[config.mk]
export PLATFORM = sky130hd
export DESIGN_NAME = os_row_sequencer
export DESIGN_NICKNAME = d
export VERILOG_FILES = /design/src/rtl/os_row_sequencer_pkg.sv /design/src/rtl/os_row_sequencer_serializer.sv /design/src/rtl/os_row_sequencer.sv
export SDC_FILE = /design/constraint.sdc
export NUM_CORES = 1
export LEC_CHECK = 0
export BUFFER_PORTS_ARGS = -buffer_cell sky130_fd_sc_hd__buf_4
export CAP_MARGIN = 10
export CORE_MARGIN = 8
export CORE_UTILIZATION = 42
export CTS_BUF_LIST = sky130_fd_sc_hd__clkbuf_8
export CTS_CLUSTER_SIZE = 12
export DETAILED_ROUTE_END_ITERATION = 8
export PLACE_DENSITY = 0.63
export SYNTH_ARGS = -nofsm -noshare
export SYNTH_HDL_FRONTEND = slang
export SYNTH_SLANG_ARGS = --single-unit
[constraint.sdc]
create_clock -name clk -period 4 [get_ports clk]
set_input_delay 0.6 -clock clk [delete_from_list [all_inputs] [get_ports clk]]
set_output_delay 0.6 -clock clk [all_outputs]
set_load 0.02 [all_outputs]
[src/rtl/os_row_sequencer_pkg.sv]
// Shared definitions for the output-stationary row sequencer: FSM state
// encodings and the instruction codes driven onto the row's west edge.
package os_row_sequencer_pkg;

   typedef enum logic [2:0] {
      S_IDLE  = 3'd0,
      S_FEED  = 3'd1,
      S_WAIT  = 3'd2,
      S_DRAIN = 3'd3,
      S_DONE  = 3'd4
   } state_t;

   localparam logic [1:0] INST_IDLE    = 2'b00;
   localparam logic [1:0] INST_OS_HOLD = 2'b10;
   localparam logic [1:0] INST_OS_EXEC = 2'b11;

endpackage

[src/rtl/os_row_sequencer_serializer.sv]
// Captures one OS result per tile and streams them out column by column
// over a valid/ready port.
module os_psum_serializer #(
   parameter int col     = 8,
   parameter int psum_bw = 16,
   localparam int IW     = (col > 1) ? $clog2(col) : 1
) (
   input  logic                   clk,
   input  logic                   reset,
   input  logic                   clear,
   input  logic                   capture_en,
   input  logic                   load,
   input  logic [col-1:0]         os_ready,
   input  logic [psum_bw*col-1:0] os_output,
   input  logic                   out_ready,
   output logic                   all_cap,
   output logic                   last_accept,
   output logic [psum_bw-1:0]     out_data,
   output logic [IW-1:0]          out_col,
   output logic                   out_valid
);

   localparam logic [IW-1:0] LAST = IW'(col - 1);

   logic [col-1:0]     cap;
   logic [col-1:0]     hit;
   logic [psum_bw-1:0] data [col];
   logic [IW-1:0]      idx;

   // Only the first ready per column in WAIT lands; later ones are dropped.
   assign hit         = capture_en ? (os_ready & ~cap) : '0;
   assign all_cap     = &(cap | hit);
   assign last_accept = out_valid && out_ready && (idx == LAST);
   assign out_col     = idx;
   // An uncaptured column reads as zero, so the data registers need no clear.
   assign out_data    = (out_valid && cap[idx]) ? data[idx] : '0;

   always_ff @(posedge clk or negedge reset) begin
      if (!reset) begin
         cap       <= '0;
         idx       <= '0;
         out_valid <= 1'b0;
      end else begin
         if (clear) cap <= '0;
         else       cap <= cap | hit;

         if (load) begin
            out_valid <= 1'b1;
            idx       <= '0;
         end else if (out_valid && out_ready) begin
            if (idx == LAST) out_valid <= 1'b0;
            else             idx       <= idx + 1'b1;
         end
      end
   end

   always_ff @(posedge clk) begin
      for (int j = 0; j < col; j++) begin
         if (hit[j]) data[j] <= os_output[j*psum_bw +: psum_bw];
      end
   end

endmodule

[src/rtl/os_row_sequencer.sv]
// Sequences one output-stationary accumulation pass on a row of tiles:
// issue K executes from L0, wait for skewed tile results, then drain them.
module os_row_sequencer
   import os_row_sequencer_pkg::*;
#(
   parameter int bw       = 4,
   parameter int psum_bw  = 16,
   parameter int col      = 8,
   parameter int WAIT_MAX = 31,
   localparam int CW      = (col > 1) ? $clog2(col) : 1
) (
   input  logic                   clk,
   input  logic                   reset,
   input  logic                   start,
   input  logic [3:0]             k_len,
   output logic                   busy,
   output logic                   done,
   output logic                   err,
   output logic                   l0_rd,
   input  logic                   l0_empty,
   output logic [1:0]             inst_w,
   output logic [3:0]             accum_limit,
   input  logic [col-1:0]         os_ready,
   input  logic [psum_bw*col-1:0] os_output,
   output logic [psum_bw-1:0]     out_data,
   output logic [CW-1:0]          out_col,
   output logic                   out_valid,
   input  logic                   out_ready
);

   localparam int TW = $clog2(WAIT_MAX + 1);

   if (bw < 1 || psum_bw < 1 || col < 2 || WAIT_MAX < 1) begin : g_param_check
      $error("os_row_sequencer: illegal parameter set");
   end

   state_t        state;
   logic [3:0]    issued;
   logic          pending;
   logic [TW-1:0] timer;
   logic [4:0]    sum;
   logic          accept;
   logic          timeout;
   logic          go_drain;
   logic          all_cap;
   logic          last_accept;

   // A read in flight already counts toward k so L0 is never over-read.
   assign sum      = {1'b0, issued} + {4'b0, pending};
   assign l0_rd    = (state == S_FEED) && !l0_empty && (sum < {1'b0, accum_limit});
   assign accept   = (state == S_IDLE) && start && (k_len != 4'd0);
   assign timeout  = (timer == TW'(WAIT_MAX - 1));
   assign go_drain = (state == S_WAIT) && (all_cap || timeout);

   always_ff @(posedge clk or negedge reset) begin
      if (!reset) begin
         state       <= S_IDLE;
         busy        <= 1'b0;
         done        <= 1'b0;
         err         <= 1'b0;
         inst_w      <= INST_IDLE;
         accum_limit <= 4'd0;
         issued      <= 4'd0;
         pending     <= 1'b0;
         timer       <= '0;
      end else begin
         done <= 1'b0;
         case (state)
            S_IDLE: begin
               if (accept) begin
                  state       <= S_FEED;
                  busy        <= 1'b1;
                  err         <= 1'b0;
                  accum_limit <= k_len;
                  inst_w      <= INST_OS_HOLD;
                  issued      <= 4'd0;
                  pending     <= 1'b0;
               end
            end
            S_FEED: begin
               pending <= l0_rd;
               issued  <= issued + {3'b0, pending};
               inst_w  <= l0_rd ? INST_OS_EXEC : INST_OS_HOLD;
               if (pending && (sum == {1'b0, accum_limit})) begin
                  state <= S_WAIT;
                  timer <= '0;
               end
            end
            S_WAIT: begin
               inst_w <= INST_OS_HOLD;
               if (timer != TW'(WAIT_MAX)) timer <= timer + 1'b1;
               if (go_drain) begin
                  state  <= S_DRAIN;
                  inst_w <= INST_IDLE;
                  if (!all_cap) err <= 1'b1;
               end
            end
            S_DRAIN: begin
               if (last_accept) begin
                  state <= S_DONE;
                  done  <= 1'b1;
               end
            end
            S_DONE: begin
               state <= S_IDLE;
               busy  <= 1'b0;
            end
            default: state <= S_IDLE;
         endcase
      end
   end

   os_psum_serializer #(
      .col     (col),
      .psum_bw (psum_bw)
   ) u_ser (
      .clk         (clk),
      .reset       (reset),
      .clear       (accept),
      .capture_en  (state == S_WAIT),
      .load        (go_drain),
      .os_ready    (os_ready),
      .os_output   (os_output),
      .out_ready   (out_ready),
      .all_cap     (all_cap),
      .last_accept (last_accept),
      .out_data    (out_data),
      .out_col     (out_col),
      .out_valid   (out_valid)
   );

endmodule

==> results of run 1 <==
## how the worst max path moves through the flow
stage	from	endpoint	slack, ns	cells after the start
2_1_floorplan	state[2]$_DFFE_PN0P_	u_ser.data[0][0]$_DFFE_PP_	1.08	4
3_3_place_gp	u_ser.out_col[0]$_DFFE_PN0P_	out_data[9]	1.32	5
3_5_place_dp	u_ser.out_col[0]$_DFFE_PN0P_	out_data[15]	1.31	5
4_1_cts	u_ser.out_col[0]$_DFFE_PN0P_	out_data[15]	0.80	5
5_1_grt	u_ser.out_col[0]$_DFFE_PN0P_	out_data[3]	0.68	5
6_report	u_ser.out_col[0]$_DFFE_PN0P_	out_data[15]	0.85	5
## routing by layer
layer	vias up	wire length, um	GRT usage
met1	2073	7050	0.212
met5	-	0	0
li1	1901	-	-
met4	0	236	0.0559
met3	18	1210	0.0564
met2	146	9010	0.295
## state kept, by name, indices dropped and copies added (netlist names)
register / flops
u_ser.data: 128
timer: 5
busy: 1
issued: 4
pending: 1
inst_w: 2
done: 1
accum_limit: 4
u_ser.cap: 8
u_ser.out_col: 3
state: 3
u_ser.out_valid: 1
err: 1
## area by class of cell
type                    instances  share of cell area
well taps                     216              0.0310
multi-input cells             201               0.226
clock buffers                  19              0.0300
repair buffers                184               0.158
inverters                       7             0.00301
flip-flops and latches        162               0.539
clock inverters                13              0.0128
## stage by stage
step	worst slack (ns)	cells	hold WS [ns]	utilization	area, um^2
after global placement	1.32	770	0.492	0.529	8350
after global routing	0.681	802	0.0757	0.553	8720
after detailed placement	1.31	770	0.477	0.529	8350
final	0.847	802	0.0696	0.553	8720
after CTS	0.798	802	0.0554	0.553	8720
after floorplan	1.08	389	0.304	-	6740
## cell families after synthesis
kind of cell	after synthesis
AO/OA/AOI/OAI	37
XOR/XNOR	3
adder cells (fa/ha/maj)	11
buffers and inverters	26
flip-flops	162
multiplexers	54
AND/OR/NAND/NOR	96
## cells in the final DEF (no fill, tap or decap), types with 7 or more instances in the layout
| master | count |
|---|---|
| buf_4 | 184 |
| edfxtp_1 | 128 |
| nor2_1 | 38 |
| mux4_2 | 34 |
| dfrtp_1 | 32 |
| clkbuf_8 | 19 |
| mux2i_1 | 18 |
| nand2_1 | 14 |
| ha_1 | 11 |
| inv_1 | 10 |
| o21ai_0 | 8 |
| and4bb_2 | 7 |
| nand3_1 | 7 |
## power breakdown
part	internal [W]	switching (W)
Combinational	0.000102	0.0000522
Clock	0.000522	0.000600
Sequential	0.00182	0.00000266
==> flow_summary.toml, run 1 <==
[sta]
relSlewSlack = 0.318
final-hold-violation-count = 0
final.setup.tns_ns = 0
fin_skew_ns = 0.00888
fmax_mhz = 317
worstMarginPinSlew_ns = 1.02
rsz0062_at_grt = "no"
finalCriticalPeriod_ns = 3.15
timing.final.crit_share = 0.788
setup_viol = 0
drv_slew = 0

[setup_path]
cp_slowest_cell = "mux4_2"
cp-end-kind = "output port"
r2r_start = "pending$_DFFE_PN0P_"
required_ns = 3.40
critical_path.top_delay_family = "multiplexers"
r2r_end = "timer[2]$_DFFE_PN0P_"
r2r_slack_ns = 1.56
worstSetupPathType = "reg2out"
arrival_ns = 2.55
path_buf_inv = 2
startpoint_type = "flop"
cpPeakStageDelay_ns = 0.67
worstRegToRegCells = 8
cp_max_fo = 35
path_cells = "buf_4 -> mux4_2 -> mux2i_1 -> nor2_1 -> buf_4"
crit_path_frequent_cell = "buf_4"

[layout]
drive_gt1_frac = 0.462
fin_nets = 729
antenna_cells = 0
regArea_um2 = 4700
nFillCells = 1312
multi_input_area_um2 = 1970
area_delta_synth_final_pct = 29.5

[floorplan]
initial_utilization = 0.427
die_w_um = 143
coreArea_um2 = 15800
rows = 46
pin_count = 175
die_area_um2 = 20300
die-height_um = 143

[logic_synthesis]
synth_mux_area_frac = 0.144
yosys_warnings = 0
ys_seq_area_frac = 0.697
synth-edff-count = 128
synthArstFlopShare = 0.210
synthAdderAreaFrac = 0.0204
syn-num-nets = 545
synth_ff_type = "edfxtp_1"
synth_compound_area_frac = 0.0390
synthSimpleGateAreaFrac = 0.0799
synth_area_leader_cell = "edfxtp_1"
ys_top_cells_by_area = "edfxtp_1 57%, dfrtp_1 13%, mux4_2 11%"
synth.most_common_cell = "edfxtp_1"
synth_cell_types = 44
synth_top_family_by_area = "multiplexers"
ys_ff_latch = 162
synth_xor_xnor_area_share = 0.00390
synth_area_um2 = 6740
synth_top_area_frac = 0.571
synthTopCellsByCount = "128 x edfxtp_1, 38 x nor2_1, 34 x dfrtp_1, 34 x mux4_2, 18 x mux2i_1"
synth.avg_cell_area_um2 = 17.3
synthCells = 389

[route]
routedWlPerCell_um = 21.8
first_pass_iters = 4
vias_per_cell = 5.16
ant_nets = 0
drc = 0
drt_iter0_markers = 215
vias = 4138
drt_wl_total_um = 17500

[clocking]
cts_setup_buffers = 0
clock-root-buffer = "clkbuf_8"
clk_path_buf_depth = 2
htree_levels = 4
cts_num_sinks = 162
cts_resized = 0
cts_buffers = 17
path_clk_slew_ns = 0.08
cts_tree = "yes"
clk_latency_ns = 0.46
ctsHoldBuffers = 0

[placed_design]
dp_hpwl_um = 12800
port_buffers = 174
place_congestion = 0.793

[min_path]
hold_class = "in2async"

[global_routing]
grt_max_degree = 36
grt_pass1_wl_um = 25900
antenna_found_initial = 0
track_usage = 0.176
overflow = 0
grt_pass1_vias = 4617

[power]
peakVddDrop_uv = 230
leakage_nw = 3.34
power_w = 0.00310
power_density_nw_per_um2 = 355

[run]
maxCapViolCount = 0

[run_status]
status = "finished clean"
Power figures use the tool's default switching activity.
==> run 2: changes to the inputs <==
Settings changed: PLACE_DENSITY 0.63 to 0.65.
Clock period 4 ns to 2.8 ns, I/O delays scaled along.
==> flow_summary.toml, run 2 (synthesis gave the netlist of run 1 again) <==
[floorplan]
coreArea_um2 = 15800
initial_utilization = 0.427
die_w_um = 143
die-height_um = 143
pin_count = 175
rows = 46
die_area_um2 = 20300

[global_routing]
grt_pass1_wl_um = 26500
overflow = 0
track_usage = 0.180
grt_pass1_vias = 4586
antenna_found_initial = 0
grt_max_degree = 35

[layout]
nFillCells = 1291
top_regs = "u_ser.data: 128 flops, u_ser.cap: 8 flops, timer: 5 flops"
utilization = 0.569
largest_reg_flops = 128
drive_gt1_frac = 0.491
antenna_cells = 0
final_cell_mix = "196 x buf_4, 128 x edfxtp_1, 38 x nor2_1"
regArea_um2 = 4700
top_register = "u_ser.data"
area_delta_synth_final_pct = 33.1
multi_input_area_um2 = 2020
final_common_cell = "buf_4"
fin_nets = 746

[route]
vias_per_cell = 5.13
ant_nets = 0
drt_iter0_markers = 206
drc = 0
first_pass_iters = 4
vias = 4200
drt_wl_total_um = 18000
routedWlPerCell_um = 21.9

[power]
leakage_nw = 3.47
power_density_nw_per_um2 = 508
clkPwrFrac = 0.378
seqPwrFrac = 0.572
combinationalPowerShare = 0.050
p_sw_w = 0.00105
peakVddDrop_uv = 340
p_int_w = 0.00350
switching_share = 0.231

[setup_path]
required_ns = 2.38
r2r_start = "pending$_DFFE_PN0P_"
startpoint_type = "flop"
worstSetupPathType = "reg2out"
arrival_ns = 2.36
cp-startpoint = "pending$_DFFE_PN0P_"
cp-end-kind = "output port"
cp_max_fo = 2

[placed_design]
port_buffers = 174
dp_hpwl_um = 13000
pre_cts_slack_ns = 0.417
place_congestion = 0.855

[sta]
worstMarginPinSlew_ns = 0.951
timing.final.crit_share = 0.994
setup_viol = 0
relSlewSlack = 0.365
fin_ws_ns = 0.0168
finalCriticalPeriod_ns = 2.78
drv_slew = 0
fin_skew_ns = 0.0185
rsz0062_at_grt = "yes"
fmax_mhz = 359
final-hold-violation-count = 0

[clocking]
clock-root-buffer = "clkbuf_8"
clk_latency_ns = 0.47
htree_levels = 4
cts_buffers = 17
cts_tree = "yes"
clk_path_buf_depth = 2
path_clk_slew_ns = 0.10
cts_num_sinks = 162

[run]
maxCapViolCount = 0

[min_path]
worstHoldStart = "os_output[45]"
hold_class = "in2reg"

[run_status]
status = "finished clean"
[run 2: changes by cell type in the layout (fill, tap and decap cells not counted), moves of 3 or more]
cell	change
buf_4	+12
inv_8	+4
clkinvlp_4	-3
ha_1	-3
inv_1	-3
[run 2: critical path, stage by stage, from the launching register on]
cell      delay [ns]
dfrtp_1         0.41
ha_4            0.17
nand3_4         0.08
xnor2_2         0.15
ha_2            0.17
or4_4           0.52
a211oi_4        0.26
buf_6           0.15
[run 2: final cells by class]
class / instances / share of cell area
inverter: 7 / 0.00293
clock buffer: 17 / 0.0261
timing repair buffer: 201 / 0.174
multi-input combinational: 201 / 0.225
clock inverter: 15 / 0.0184
tap: 216 / 0.0301
sequential: 162 / 0.524
[run 2: repair_timing]
item	CTS	global route
resized for setup	5	4
hold endpoints to repair	34	0
cloned	0	1
setup buffers	2	5
hold buffers	1	0
pin swaps	4	3
setup endpoints to repair	1	17
[run 2: worst paths after layout]
path / end / slack [ns] / cells after the start
hold / removal: u_ser.data[2][13]$_DFFE_PP_ / 0.12 / 1
setup reg to reg: timer[2]$_DFFE_PN0P_ / 0.42 / 8
hold reg to reg: inst_w[0]$_DFFE_PN0P_ / 0.49 / 1
min in group asynchronous: inst_w[0]$_DFFE_PN0P_ / 0.44 / 2
max in group asynchronous: u_ser.out_col[1]$_DFFE_PN0P_ / 2.00 / 2
setup / recovery: l0_rd / 0.02 / 7
[run 2: metal layers]
metal | routed length (um) | track usage
met4 | 82 | 0.0470
met3 | 1070 | 0.0554
met2 | 9400 | 0.300
met1 | 7410 | 0.222
met5 | 0 | 0
[run 2: power groups by stage]
stage / combinational, W / clock [W] / sequential [W]
floorplan: 0.0000241 / 0 / 0.00267
global placement: 0.000218 / 0 / 0.00266
detailed placement: 0.000222 / 0 / 0.00266
CTS: 0.000227 / 0.00177 / 0.00260
global route: 0.000246 / 0.00186 / 0.00261
finish: 0.000229 / 0.00172 / 0.00260
[run 2: metrics by stage]
step	power, W	cell area, um^2	hold slack (ns)	instances	setup TNS (ns)
after floorplan	0.00269	6740	0.124	389	-11.59
after global placement	0.00288	8420	0.390	778	0
after detailed placement	0.00288	8420	0.399	778	0
after CTS	0.00460	8860	0.0842	813	0
after global routing	0.00471	8970	0.0731	819	-0.0946
final	0.00455	8970	0.122	819	0
==> run 3: changes to the inputs <==
Settings changed: CELL_PAD_IN_SITES_DETAIL_PLACEMENT set to 1, CELL_PAD_IN_SITES_GLOBAL_PLACEMENT set to 1, CORE_UTILIZATION 42 to 41, PLACE_DENSITY 0.65 to 0.76.
==> flow_summary.toml, run 3 (synthesis gave the netlist of run 1 again) <==
[run_status]
status = "finished clean"

[placed_design]
dp_hpwl_um = 14800
port_buffers = 174
placedCellCount = 783
place_congestion = 0.885

[route]
met1_length_um = 8110
first_pass_iters = 4
vias = 4323
routedWlPerCell_um = 24.3
drc = 0
routed-wl-met2_um = 10100
maxUsedRoutingLayer = "met4"
wl_met3_um = 1550
ant_nets = 0
vias_per_cell = 5.27
drt_wl_total_um = 20000
drt_iter0_markers = 183

[sta]
fin_skew_ns = 0.00674
setup_viol = 0
fmax_mhz = 359
final-hold-violation-count = 0
drv_slew = 0
timing.hold.ws_ns = 0.146
rsz0062_at_grt = "yes"
finalCriticalPeriod_ns = 2.78
timing.final.crit_share = 0.994
relSlewSlack = 0.587
worstMarginPinSlew_ns = 0.618

[floorplan]
die-height_um = 144
initial_utilization = 0.412
die_area_um2 = 20800
rows = 47
pin_count = 175
die_w_um = 144
coreArea_um2 = 16300

[layout]
final_cell_mix = "190 x buf_4, 128 x edfxtp_1, 38 x nor2_1"
drive_gt1_frac = 0.488
area_delta_synth_final_pct = 33.8
top_register = "u_ser.data"
final_common_cell = "buf_4"
top_regs = "u_ser.data: 128 flops, u_ser.cap: 8 flops, timer: 5 flops"
stdcell_count = 821
largest_reg_flops = 128
antenna_cells = 0
fin_nets = 744

[clocking]
htree_levels = 4
path_clk_slew_ns = 0.09
clock-root-buffer = "clkbuf_8"
clk_path_buf_depth = 2
clk_latency_ns = 0.44
cts_tree = "yes"
cts_num_sinks = 162
cts_buffers = 17

[setup_path]
startpoint_type = "flop"
arrival_ns = 2.36
r2r_end = "u_ser.data[1][10]$_DFFE_PP_"
worstRegToRegCells = 3
cp-end-kind = "output port"
worstSetupPathType = "reg2out"
r2r_slack_ns = 0.36
r2r_start = "state[1]$_DFFE_PN0P_"
required_ns = 2.38
cp_max_fo = 3

[min_path]
hold_class = "in2reg"
hold-path-cell-count = 1
hold_path_end = "u_ser.data[7][5]$_DFFE_PP_"
worstHoldStart = "os_output[117]"

[run]
maxCapViolCount = 0

[power]
peakVddDrop_uv = 337
power_density_nw_per_um2 = 527
leakage_nw = 3.48

[global_routing]
grt_max_degree = 35
grt_pass1_vias = 5002
track_usage = 0.200
antenna_found_initial = 0
overflow = 0
grt_pass1_wl_um = 30000
## run 3: critical path, cell delays in order (launching register included)
cell and delay [ns]:
dfrtp_1 0.38, ha_2 0.20, nand3_2 0.09, xnor2_2 0.16
ha_2 0.18, or4_4 0.52, a211oi_4 0.23, buf_6 0.16
## run 3: where the power goes
part	switching, W	internal (W)	total, W
Sequential	0.00000421	0.00260	0.00260
Clock	0.000862	0.00106	0.00192
Combinational	0.0000762	0.000150	0.000226
## run 3: worst max path at each step
stage / start / endpoint / slack (ns) / depth (start not counted)
floorplan: state[2]$_DFFE_PN0P_ / u_ser.data[0][0]$_DFFE_PP_ / -0.12 / 4
global placement: state[1]$_DFFE_PN0P_ / u_ser.data[0][10]$_DFFE_PP_ / 0.42 / 3
detailed placement: state[1]$_DFFE_PN0P_ / u_ser.data[0][6]$_DFFE_PP_ / 0.35 / 3
CTS: pending$_DFFE_PN0P_ / l0_rd / -0.04 / 7
global route: pending$_DFFE_PN0P_ / l0_rd / -0.1 / 7
finish: pending$_DFFE_PN0P_ / l0_rd / 0.02 / 7
## run 3: layout make-up
cell class	instances	area, um^2
clock buffer	17	234
clock inverter	15	215
fill	1610	7330
inverter	7	26.3
multi-input combinational	201	2000
sequential	162	4700
tap	220	275
timing repair buffer	199	1560
## run 3: what timing repair did
item                                    CTS  global route
pin swaps                                 3             1
resized for setup                         8             4
setup buffers                             4             1
endpoints found under the hold margin    34             0
endpoints found under the setup margin    3            17
hold buffers                              1             0
## run 3: metal layers
metal  up-vias  track usage
li1       1932            -
met1      2211        0.244
met2       159        0.340
met3        21       0.0584
met4         0       0.0531
met5         -            0
## run 3: per-stage QoR
step	total power, W	util	cell area (um^2)	setup WS [ns]	TNS (ns)
6_report	0.00475	0.552	9020	0.0182	0
5_1_grt	0.00490	0.552	9020	-0.0957	-0.0957
4_1_cts	0.00479	0.550	8990	-0.0387	-0.0387
3_5_place_dp	0.00288	0.518	8470	0.351	0
3_3_place_gp	0.00287	0.518	8470	0.420	0
2_1_floorplan	0.00269	-	6740	-0.121	-11.59
